File: src/rtl/kfps2_pkg.sv
// Shared types, parity helper and command constants for the PS/2 keyboard host logic.
package kfps2_pkg;

  typedef enum logic [2:0] {
    IDLE,
    INHIBIT,
    RTS,
    SEND,
    ACK,
    RELEASE
  } ps2_tx_state_t;

  localparam logic [7:0] CMD_RESET   = 8'hFF;
  localparam logic [7:0] CMD_SET_LED = 8'hED;
  localparam logic [7:0] CMD_ENABLE  = 8'hF4;

  function automatic logic odd_parity(input logic [7:0] data);
    return ~^data;
  endfunction

endpackage

File: src/rtl/kfps2_line_sync.sv
// Two-flop synchronizer for the PS/2 clock and data pins with falling-edge detect on each.
module kfps2_line_sync (
  input  logic clock,
  input  logic reset,
  input  logic device_clock,
  input  logic device_data,
  output logic clock_sync,
  output logic data_sync,
  output logic clock_fall,
  output logic data_fall
);

  logic [1:0] clock_stage_q;
  logic [1:0] data_stage_q;
  logic       clock_prev_q;
  logic       data_prev_q;

  // Idle PS/2 lines float high, so reset to 1 to avoid a spurious fall.
  always_ff @(posedge clock or posedge reset) begin
    if (reset) begin
      clock_stage_q <= 2'b11;
      data_stage_q  <= 2'b11;
      clock_prev_q  <= 1'b1;
      data_prev_q   <= 1'b1;
    end else begin
      clock_stage_q <= {clock_stage_q[0], device_clock};
      data_stage_q  <= {data_stage_q[0], device_data};
      clock_prev_q  <= clock_stage_q[1];
      data_prev_q   <= data_stage_q[1];
    end
  end

  assign clock_sync = clock_stage_q[1];
  assign data_sync  = data_stage_q[1];
  assign clock_fall = clock_prev_q & ~clock_stage_q[1];
  assign data_fall  = data_prev_q & ~data_stage_q[1];

endmodule

File: src/rtl/kfps2_host_transmitter.sv
// PS/2 host-to-device command transmitter: inhibit, request-to-send, clocked-out frame, ack check.
module kfps2_host_transmitter
  import kfps2_pkg::*;
#(
  parameter logic [15:0] INHIBIT_CYCLES = 16'd5000,
  parameter logic [23:0] RTS_TIMEOUT    = 24'd750000,
  parameter logic [15:0] BIT_TIMEOUT    = 16'd1000
) (
  input  logic       clock,
  input  logic       reset,
  input  logic       device_clock,
  input  logic       device_data,
  output logic       device_clock_drive_low,
  output logic       device_data_drive_low,
  input  logic       tx_request,
  input  logic [7:0] tx_data,
  output logic       tx_ready,
  output logic       tx_done,
  output logic       tx_error,
  output logic       rx_inhibit
);

  localparam logic [23:0] INHIBIT_LAST = {8'd0, INHIBIT_CYCLES} - 24'd1;
  localparam logic [23:0] RTS_LAST     = RTS_TIMEOUT - 24'd1;
  localparam logic [23:0] BIT_LAST     = {8'd0, BIT_TIMEOUT} - 24'd1;

  ps2_tx_state_t state_q, state_d;
  logic [9:0]    shift_q, shift_d;
  logic [3:0]    bit_cnt_q, bit_cnt_d;
  logic [23:0]   timer_q, timer_d;
  logic          data_low_q, data_low_d;

  logic clock_sync;
  logic data_sync;
  logic clock_fall;

  kfps2_line_sync u_line_sync (
    .clock        (clock),
    .reset        (reset),
    .device_clock (device_clock),
    .device_data  (device_data),
    .clock_sync   (clock_sync),
    .data_sync    (data_sync),
    .clock_fall   (clock_fall),
    .data_fall    ()
  );

  always_ff @(posedge clock or posedge reset) begin
    if (reset) begin
      state_q    <= IDLE;
      shift_q    <= '0;
      bit_cnt_q  <= '0;
      timer_q    <= '0;
      data_low_q <= 1'b0;
    end else begin
      state_q    <= state_d;
      shift_q    <= shift_d;
      bit_cnt_q  <= bit_cnt_d;
      timer_q    <= timer_d;
      data_low_q <= data_low_d;
    end
  end

  // Result pulses are issued in the last non-IDLE cycle, so tx_ready rises the cycle after.
  always_comb begin
    state_d    = state_q;
    shift_d    = shift_q;
    bit_cnt_d  = bit_cnt_q;
    timer_d    = timer_q + 24'd1;
    data_low_d = data_low_q;
    tx_done    = 1'b0;
    tx_error   = 1'b0;

    unique case (state_q)
      IDLE: begin
        timer_d    = '0;
        data_low_d = 1'b0;
        if (tx_request) begin
          shift_d = {1'b1, odd_parity(tx_data), tx_data};
          state_d = INHIBIT;
        end
      end

      // Device falls cannot end the inhibit early; it always runs the full count.
      INHIBIT: begin
        if (timer_q == INHIBIT_LAST) begin
          state_d    = RTS;
          timer_d    = '0;
          bit_cnt_d  = '0;
          data_low_d = 1'b1;
        end
      end

      RTS: begin
        if (clock_fall) begin
          data_low_d = ~shift_q[0];
          shift_d    = {1'b1, shift_q[9:1]};
          bit_cnt_d  = 4'd1;
          timer_d    = '0;
          state_d    = SEND;
        end else if (timer_q == RTS_LAST) begin
          tx_error   = 1'b1;
          data_low_d = 1'b0;
          state_d    = IDLE;
        end
      end

      // bit_cnt counts falls since RTS; the 11th fall follows the stop bit.
      SEND: begin
        if (clock_fall) begin
          timer_d = '0;
          if (bit_cnt_q == 4'd10) begin
            data_low_d = 1'b0;
            state_d    = ACK;
          end else begin
            data_low_d = ~shift_q[0];
            shift_d    = {1'b1, shift_q[9:1]};
            bit_cnt_d  = bit_cnt_q + 4'd1;
          end
        end else if (timer_q == BIT_LAST) begin
          tx_error   = 1'b1;
          data_low_d = 1'b0;
          state_d    = IDLE;
        end
      end

      ACK: begin
        if (clock_fall) begin
          timer_d = '0;
          if (data_sync) begin
            tx_error = 1'b1;
            state_d  = IDLE;
          end else begin
            state_d = RELEASE;
          end
        end else if (timer_q == BIT_LAST) begin
          tx_error = 1'b1;
          state_d  = IDLE;
        end
      end

      RELEASE: begin
        if (clock_fall) begin
          timer_d = '0;
        end
        if (clock_sync && data_sync) begin
          tx_done = 1'b1;
          state_d = IDLE;
        end else if (!clock_fall && timer_q == BIT_LAST) begin
          tx_error = 1'b1;
          state_d  = IDLE;
        end
      end

      default: begin
        state_d    = IDLE;
        data_low_d = 1'b0;
      end
    endcase
  end

  assign device_clock_drive_low = (state_q == INHIBIT);
  assign device_data_drive_low  = data_low_q;
  assign tx_ready               = (state_q == IDLE);
  assign rx_inhibit             = (state_q != IDLE);

endmodule

File: config.mk
export PLATFORM = sky130hd
export DESIGN_NAME = kfps2_host_transmitter
export DESIGN_NICKNAME = d
export VERILOG_FILES = /design/src/rtl/kfps2_pkg.sv /design/src/rtl/kfps2_line_sync.sv /design/src/rtl/kfps2_host_transmitter.sv
export SDC_FILE = /design/constraint.sdc
export NUM_CORES = 1
export LEC_CHECK = 0
export CAP_MARGIN = 20
export CORE_MARGIN = 2
export CORE_UTILIZATION = 40
export DETAILED_ROUTE_END_ITERATION = 7
export PLACE_DENSITY = 0.61
export SYNTH_ARGS = -nofsm -noshare
export SYNTH_HDL_FRONTEND = slang
export SYNTH_SLANG_ARGS = --single-unit
File: constraint.sdc
create_clock -name clock -period 4.5 [get_ports clock]
set_input_delay 1.125 -clock clock [delete_from_list [all_inputs] [get_ports clock]]
set_output_delay 1.125 -clock clock [all_outputs]
set_load 0.01 [all_outputs]
* Yosys cells after proc, flatten, opt, wreduce, memory -nomap -nowiden *
Index checks and enable logic that the tools add are counted.

cells by class
  eq/ne operators = 18
  magnitude comparators = 0
  multiplexer cells = 43
  multiply operators = 0
  bitwise operators = 4
  shift-type cells = 0
  reductions and logical operators = 14
  divide/modulo/power cells = 0
  add/sub/neg operators = 2

operators by type and width
  operator                                               number
  case mux 24 bit (3 select lines)                       1
  two-way mux 24 bit                                     2
  two-way mux 10 bit                                     4
  two-way mux 3 bit                                      11
  case mux 10 bit (3 select lines)                       1
  adder 24 x 1 -> 24 bit, second input constant          1
  equality test 24 x 10 -> 1 bit, second input constant  1
  equality test 24 x 13 -> 1 bit, second input constant  1
  equality test 24 x 20 -> 1 bit, second input constant  1
  case mux 3 bit (6 select lines)                        1
  two-way mux 1 bit                                      16
  two-way mux 4 bit                                      4
  AND reduction 5 bit                                    3
  != test 3 bit, second input constant                   4
  case mux 4 bit (3 select lines)                        1
  nonzero test 3 bit                                     3
  != test 2 bit, second input constant                   4
  case mux 1 bit (4 select lines)                        2
  XNOR reduction 8 bit                                   1
  equality test 3 x 2 -> 1 bit, second input constant    2
  equality test 3 bit, second input constant             2
  adder 4 x 1 -> 4 bit, second input constant            1
  equality test 4 bit, second input constant             1
  AND reduction 4 bit                                    1
  9 further kinds                                        12

word-level totals
  word-level logic and storage cells = 89
  bits in latches = 0
  memories kept = 0
  bits in read-only memories = 0
  bits in writable memories = 0
  input port bits = 13
  output and inout port bits = 6
  flip-flop bits (word level) = 47

* Logic depth before layout (Yosys ltp) *
Gate-level depths: netlist (run 1).

  word-level depth = 7
  mapped depth = 9
  depth with buffers taken out = 8

* By module *
Synthesis (run 1) repeated with hierarchy kept, for this count alone.

second synthesis, totals
  cell total of the unflattened synthesis = 295
  area, all modules = 2745.1 µm²

by module, submodules not included
  module                  times used  cells each  area an instance (µm²)  seq. area each (µm²)
  kfps2_host_transmitter  1           286         2556.2                  1051.0
  kfps2_line_sync         1           9           188.9                   157.7

* Worst setup path before layout (run 1) *
No wires, ideal clock.

  path type = register to output
  from = register timer_q[11]
  to = output port tx_error
  path buffers = 0
  stages on the path, launching flop included = 7
  slack = 1.708 ns
  data required time = 3.375 ns
  arrival time = 1.667 ns
  cell sequence = dfrtp_1 > nor4_1 > nand4b_1 > nor4_2 > nand2_1 > a22o_1 > nand2_1

on the way
  longest elaborated chain between the ends = 5
  elaborated cells on any way between the ends = 11
  those cells by class = 2 x eq/ne; 8 x mux; 1 x reduce/logical

RTL lines
  what                               line                                                                                         RTL
  from (decl)                        kfps2_host_transmitter.sv:30                                                                 logic [23:0] timer_q, timer_d;
  from (signal assigned)             kfps2_host_transmitter.sv:59                                                                 timer_q <= timer_d;
  equality test 24 x 10 -> 1 bit     kfps2_host_transmitter.sv:120, kfps2_host_transmitter.sv:136, kfps2_host_transmitter.sv:149
  logical AND 1 bit                  kfps2_host_transmitter.sv:149                                                                end else if (!clock_fall && timer_q == BIT_LAST) begin
  two-way mux 1 bit                  kfps2_host_transmitter.sv:149
  two-way mux 1 bit                  kfps2_host_transmitter.sv:146                                                                if (clock_sync && data_sync) begin
  case mux 1 bit (4 select lines) *  kfps2_host_transmitter.sv:74                                                                 unique case (state_q)
  to (decl)                          kfps2_host_transmitter.sv:19                                                                 output logic tx_error,

Mark *: on every way between the ends. The rest lies on a longest branch, timed or not.

* Worst setup path in the final report (run 1) *
Ends and elaborated chain as after synthesis.

==> flow_summary_export.csv, run 1 <==
group,metric,value,unit
synthesis,synth_edf_count,0,
setup_path,critPathRequiredTime,3.38,ns
setup_path,ff2ff_path_depth,5,
route,drtPass1Iterations,4,
power_and_ir_drop,ir_drop,0.218,mV
setup_path,critPathMostFrequentCell,"nand2_1",
place,gp_congestion,0.891,
power_and_ir_drop,clkPwrFrac,0.187,
clocking,cts-root-buf,"clkbuf_8",
clocking,cts_tree,"built",
route,avgRoutedWirePerCell,12.9,um
clocking,postCtsSetupBuffers,0,
sta,slew_viol_final,0,
synthesis,synth-seq-cells,47,
synthesis,synthFlopType,"dfrtp_1",
synthesis,yosys.cell_types.count,44,
sta,rsz0062_at_grt,"no",
cells_and_area,regArea,1180,um^2
route,routed_wl,4.92,mm
floorplanning,design.core.area,5990,um^2
setup_path,worstPathArrival,2.63,ns
clocking,cts_buffers,5,
synthesis,postSynthCellCount,288,
sta,worst_slew_pin_slew,0.812,ns
synthesis,avgSynthCellArea,8.75,um^2
sta,period_share,0.835,
cells_and_area,nNetsFinal,321,
setup_path,r2r-start,"timer_q[5]",
clocking,cts_resized,0,
power_and_ir_drop,switching_power,567,uW
grt,overflow,0,
cells_and_area,stdcell_count,381,
floorplanning,row_count,28,
route,vias_per_cell,5.13,
place,port_buffers,18,
setup_path,critPathCaptureType,"output port",
cells_and_area,diodes,0,
synthesis,synthXorXnorAreaFrac,0.101,
clocking,path_clk_slew,0.09,ns
power_and_ir_drop,p_seq_frac,0.428,
cells_and_area,multi_input_area,1220,um^2
synthesis,synthArstFlopShare,1.00,
cells_and_area,final_cell_mix,"nor2_1, dfrtp_1, nand2_1, xnor2_1, clkdlybuf4s50_1",
clocking,cts_sinks,47,
synthesis,synth_compound_area_frac,0.0840,
synthesis,synthAdderAreaFrac,0.0149,
synthesis,synth_top_family_by_area,"simple AND/OR/NAND/NOR gates",
power_and_ir_drop,leakage,0.00118,uW
route,drc,0,
setup_path,crit_chain,"nor4_1 > nand4b_1 > nor4_2 > nand2_1 > a22o_1 > nand2_1 > clkdlybuf4s50_1",
cells_and_area,layout_commonest_cell,"nor2_1",
route,via_count,1953,
sta,setup_ws,0.743,ns
hold_path,hold-path-endpoint,"u_line_sync.clock_stage_q[1]",
cells_and_area,nFillCells,584,
cells_and_area,drive_above_1_share,0.0948,
route,ant_nets,0,
synthesis,synth.mux.area_fraction,0.00894,
grt,antenna_found_initial,0,
clocking,cts-htree-levels,2,
clocking,postCtsHoldBufs,0,
sta,setup_tns,0,ns
hold_path,min_from,"u_line_sync.clock_stage_q[0]",
setup_path,worst-r2r-setup-slack,2.09,ns
cells_and_area,syn_to_final_growth,13.9,%
clocking,clock_path_buffers,2,
synthesis,synth.cell_area,2520,um^2
power_and_ir_drop,p_comb_frac,0.385,
setup_path,worst-path-buf-inv,1,
floorplanning,die_w,83.4,um
floorplanning,die_area,6950,um^2
synthesis,synth.yosys.seq_area_share,0.469,
place,pre_cts_slack,1.05,ns
floorplanning,die_height,83.4,um
setup_path,slowest_delay,0.53,ns
hold_path,hp-class,"reg2reg",
hold_path,hold_path_depth,0,
setup_path,start_kind,"flop",
grt,grt_pass1_vias,1810,
power_and_ir_drop,p_per_area,492,nW/um^2
setup_path,critPathKind,"reg2out",
floorplanning,io_pins,19,
outcome,status,"finished, final reports clean",
power_and_ir_drop,swShare,0.402,
power_and_ir_drop,p_int,844,uW
floorplanning,start_util,0.420,
sta,finalSetupViolCount,0,
sta,max-slew-margin-rel,0.458,
sta,hold_violations,0,
setup_path,path_depth,7,
grt,grt_max_degree,48,
sta,skew,0.00911,ns
setup_path,rr_endpoint,"timer_q[15]",
sta,fin_crit,3.76,ns
synthesis,yosysWarnings,0,
place,hpwl,3.52,mm
route,drtIter0Drc,165,
setup_path,crit_family,"simple AND/OR/NAND/NOR gates",
setup_path,critPathMaxFanout,5,
synthesis,synth_nets,304,
place,placed_cells,372,
clocking,clock_latency,0.30,ns
setup_path,slowest_stage,"clkdlybuf4s50_1",
flow_run,max-cap-violations,0,
grt,grt_pass1_wl,8.47,mm
sta,max_freq,0.266,GHz
synthesis,yosys.area_share.simple,0.277,
grt,groute.usage.overall,0.149,
## metrics by stage
step | total power, uW | hold WS, ns | util | instance area (um^2)
after floorplan | 1000 | 0.345 | - | 2520
after global placement | 1150 | 0.349 | 0.460 | 2760
after detailed placement | 1160 | 0.348 | 0.460 | 2760
after CTS | 1420 | 0.363 | 0.475 | 2850
after global routing | 1530 | 0.368 | 0.479 | 2870
final | 1410 | 0.361 | 0.479 | 2870
## flip-flops by register name, summed over array words and instances (netlist names)
name	count
bit_cnt_q	4
device_data_drive_low	1
shift_q	10
state_q	3
timer_q	24
u_line_sync.clock_prev_q	1
u_line_sync.clock_stage_q	2
u_line_sync.data_stage_q	2
## synth_stat cells (all sizes together), types with 2 or more instances
master,count,area [um^2]
nor2,54,205
dfrtp,42,1050
nand2,40,153
xnor2,22,193
inv,16,60.1
nand3,13,65.1
nor3,13,70.1
a31oi,10,62.6
a21oi,9,48.8
clkbuf,7,26.3
xor2,7,61.3
nor4,6,58.8
dfstp,5,131
o21ai,5,25.0
buf,4,26.3
or4,4,35.0
ha,3,37.5
nand4,3,18.8
nor2b,3,18.8
o22ai,3,18.8
and3,2,12.5
mux2,2,22.5
nand2b,2,12.5
o31ai,2,15.0
or3,2,17.5
## power groups by stage
stage	logic [uW]	clock network, uW	registers (uW)
6_report	544	264	604
5_1_grt	622	292	617
4_1_cts	545	272	602
3_5_place_dp	545	0	610
3_3_place_gp	546	0	608
2_1_floorplan	431	0	571
## worst max-delay path by stage
stage | slack [ns] | startpoint | end
6_report | 0.74 | timer_q[11] | tx_error
5_1_grt | 0.58 | timer_q[11] | tx_error
4_1_cts | 0.72 | timer_q[11] | tx_error
3_5_place_dp | 1.05 | timer_q[11] | tx_error
3_3_place_gp | 1.08 | timer_q[11] | tx_error
2_1_floorplan | 1.71 | timer_q[11] | tx_error
## logic make-up (layout without fill, tap and decap cells)
family,count (synthesis),in the layout
AO/OA/AOI/OAI,34,34
XOR/XNOR,29,29
adder cells (fa/ha/maj),3,3
buffers and inverters,27,45
flip-flops,47,47
multiplexers,2,2
AND/OR/NAND/NOR,146,146
## layer usage
metal	vias to the layer above	track usage	wire, um
met5	-	0	0
met4	0	0.0477	40
met3	2	0.0348	143
met2	38	0.213	2120
met1	913	0.221	2610
li1	1000	-	-
## layout make-up
| type | count | area share |
|---|---|---|
| clock buffer | 5 | 0.0240 |
| clock inverter | 3 | 0.00829 |
| timing repair buffer | 21 | 0.0750 |
| inverter | 16 | 0.0209 |
| sequential | 47 | 0.412 |
| tap | 75 | 0.0327 |
| multi-input combinational | 214 | 0.427 |
Power figures use the tool's default switching activity.
==> inputs of run 2 (changes only) <==
PLACE_DENSITY = 0.63   (was 0.61)
clock period = 3.1 ns   (was 4.5 ns; I/O delays follow)
==> run 2 against run 1 <==
  * Final cell count grew 5.5%
  * Die area is the same
  * Clock skew grew 0.0073 ns
  * Sequential share of layout area shrank 2.7 points
  * Non-clock buffer count grew 21
  * Design area grew 6.9%
  * Total power grew 54%
  * Routed wire length grew 17%
  * Worst setup slack lost 0.69 ns
  * Sequential power grew 47%
  * Critical endpoint is now state_q[1]
  * Largest power group unchanged
==> flow_summary_export.csv, run 2 (same netlist as run 1, synthesis figures left out) <==
group,metric,value,unit
outcome,status,"finished, final reports clean",
floorplanning,die_height,83.4,um
cells_and_area,final_util,0.512,
sta,max_freq,0.328,GHz
place,port_buffers,18,
clocking,cts_sinks,47,
setup_path,worstPathArrival,3.22,ns
cells_and_area,drive_above_1_share,0.165,
setup_path,critPathRequiredTime,3.27,ns
cells_and_area,syn_to_final_growth,21.8,%
cells_and_area,layout_commonest_cell,"nor2_1",
floorplanning,design.core.area,5990,um^2
clocking,cts-root-buf,"clkbuf_8",
grt,groute.usage.overall,0.169,
power_and_ir_drop,swShare,0.390,
sta,skew,0.0164,ns
clocking,path_clk_slew,0.10,ns
power_and_ir_drop,p_comb_frac,0.384,
setup_path,critPathCaptureType,"flop",
route,avgRoutedWirePerCell,14.3,um
route,via_count,2132,
place,placed_area,2790,um^2
cells_and_area,nNetsFinal,342,
cells_and_area,largest_reg_flops,24,
route,vias_per_cell,5.30,
power_and_ir_drop,leakage,0.00132,uW
setup_path,critPathKind,"reg2reg",
power_and_ir_drop,p_int,1330,uW
floorplanning,io_pins,19,
cells_and_area,nFillCells,568,
floorplanning,start_util,0.420,
cells_and_area,largest_registers,"timer_q (24), shift_q (10), bit_cnt_q (4)",
sta,max-slew-margin-rel,0.611,
power_and_ir_drop,ir_drop,0.386,mV
power_and_ir_drop,switching_power,847,uW
clocking,cts_tree,"built",
power_and_ir_drop,clkPwrFrac,0.208,
floorplanning,row_count,28,
clocking,cts_buffers,5,
power_and_ir_drop,p_seq_frac,0.408,
setup_path,start_kind,"flop",
grt,overflow,0,
power_and_ir_drop,p_total,2170,uW
grt,antenna_found_initial,0,
cells_and_area,regMostFlops,"timer_q",
grt,grt_pass1_wl,9.65,mm
cells_and_area,finalInstanceArea,3070,um^2
hold_path,hp-class,"reg2reg",
place,gp_congestion,0.848,
grt,grt_pass1_vias,2058,
floorplanning,die_w,83.4,um
place,hpwl,3.66,mm
sta,hold_violations,0,
flow_run,max-cap-violations,0,
power_and_ir_drop,p_per_area,708,nW/um^2
route,drtIter0Drc,240,
sta,worst_slew_pin_slew,0.584,ns
grt,grt_max_degree,48,
clocking,postCtsHoldBufs,0,
sta,slew_viol_final,0,
sta,fin_crit,3.05,ns
route,drtPass1Iterations,7,
route,ant_nets,0,
clocking,clock_latency,0.30,ns
cells_and_area,final_cell_mix,"nor2_1, dfrtp_1, nand2_1, buf_4, xnor2_1",
sta,rsz0062_at_grt,"yes",
cells_and_area,diodes,0,
clocking,cts-htree-levels,2,
sta,finalSetupViolCount,0,
route,routed_wl,5.75,mm
floorplanning,die_area,6950,um^2
setup_path,critPathMaxFanout,4,
route,drc,0,
sta,period_share,0.984,
clocking,clock_path_buffers,2,
-- run 2: cell count changes in the layout (fill, tap and decap cells not counted), sizes merged --
cell,previous run,this run
buf,3,24
clkbuf,5,7
bufinv,0,1
clkdlybuf4s50,18,17
clkinvlp,2,1
inv,17,16
-- run 2: area by class of cell --
| cell class | count | area (um^2) | area share |
|---|---|---|---|
| multi-input cells | 214 | 1260 | 0.411 |
| flip-flops and latches | 47 | 1180 | 0.386 |
| repair buffers | 42 | 359 | 0.117 |
| well taps | 75 | 93.8 | 0.0306 |
| clock buffers | 6 | 72.6 | 0.0237 |
| inverters | 16 | 60.1 | 0.0196 |
| clock inverters | 2 | 37.5 | 0.0122 |
-- run 2: layer usage --
layer | global-route usage | share of wire | wire length, um | vias up
met5 | 0 | 0 | 0 | -
met1 | 0.230 | 0.47 | 2700 | 1012
met3 | 0.0368 | 0.048 | 278 | 6
li1 | - | - | - | 1042
met4 | 0.0641 | 0.012 | 70 | 0
met2 | 0.265 | 0.47 | 2710 | 72
-- run 2: through the flow --
stage          setup slack, ns  hold slack (ns)  std cells  TNS (ns)
2_1_floorplan            0.658            0.345        288         0
3_3_place_gp             0.176            0.348        377         0
3_5_place_dp             0.113            0.349        377         0
4_1_cts                 0.0118            0.359        401         0
5_1_grt                -0.0587            0.356        402    -0.152
6_report                0.0506            0.357        402         0
-- run 2: critical path: stages (launching register included) --
cell and delay (ns):
dfrtp_1 0.42, nor4_2 0.30, nand4b_1 0.23, nor4_4 0.35, buf_4 0.16, buf_4 0.09
buf_4 0.09, buf_4 0.09, buf_4 0.09, buf_4 0.09, buf_4 0.09, buf_4 0.09
buf_4 0.09, buf_4 0.09, buf_4 0.10, buf_6 0.11, a21oi_4 0.06, nor3b_2 0.24
o221ai_1 0.15
-- run 2: final timing paths --
| kind | from | end | slack, ns | cells past startpoint |
|---|---|---|---|---|
| min reg2reg | u_line_sync.clock_stage_q[0] | u_line_sync.clock_stage_q[1] | 0.36 | 0 |
| max reg2reg | timer_q[22] | state_q[1] | 0.05 | 18 |
| min | u_line_sync.clock_stage_q[0] | u_line_sync.clock_stage_q[1] | 0.36 | 0 |
| max in group asynchronous | reset | timer_q[21] | 1.77 | 3 |
| min in group asynchronous | reset | shift_q[9] | 0.93 | 3 |
| max | timer_q[22] | state_q[1] | 0.05 | 18 |
-- run 2: repair_timing --
| action | CTS | global route |
|---|---|---|
| setup endpoints to repair | 1 | 5 |
| gates resized for setup | 1 | 9 |
| endpoints found under the hold margin | 0 | 0 |
| setup buffers | 16 | 3 |
| pin swaps | 3 | 6 |
-- run 2: power groups by stage --
stage / sequential (uW) / clock (uW) / combinational (uW)
after CTS: 883 / 467 / 816
after detailed placement: 892 / 0 / 819
after global placement: 886 / 0 / 809
after floorplan: 829 / 0 / 625
final: 886 / 451 / 834
after global routing: 908 / 491 / 951
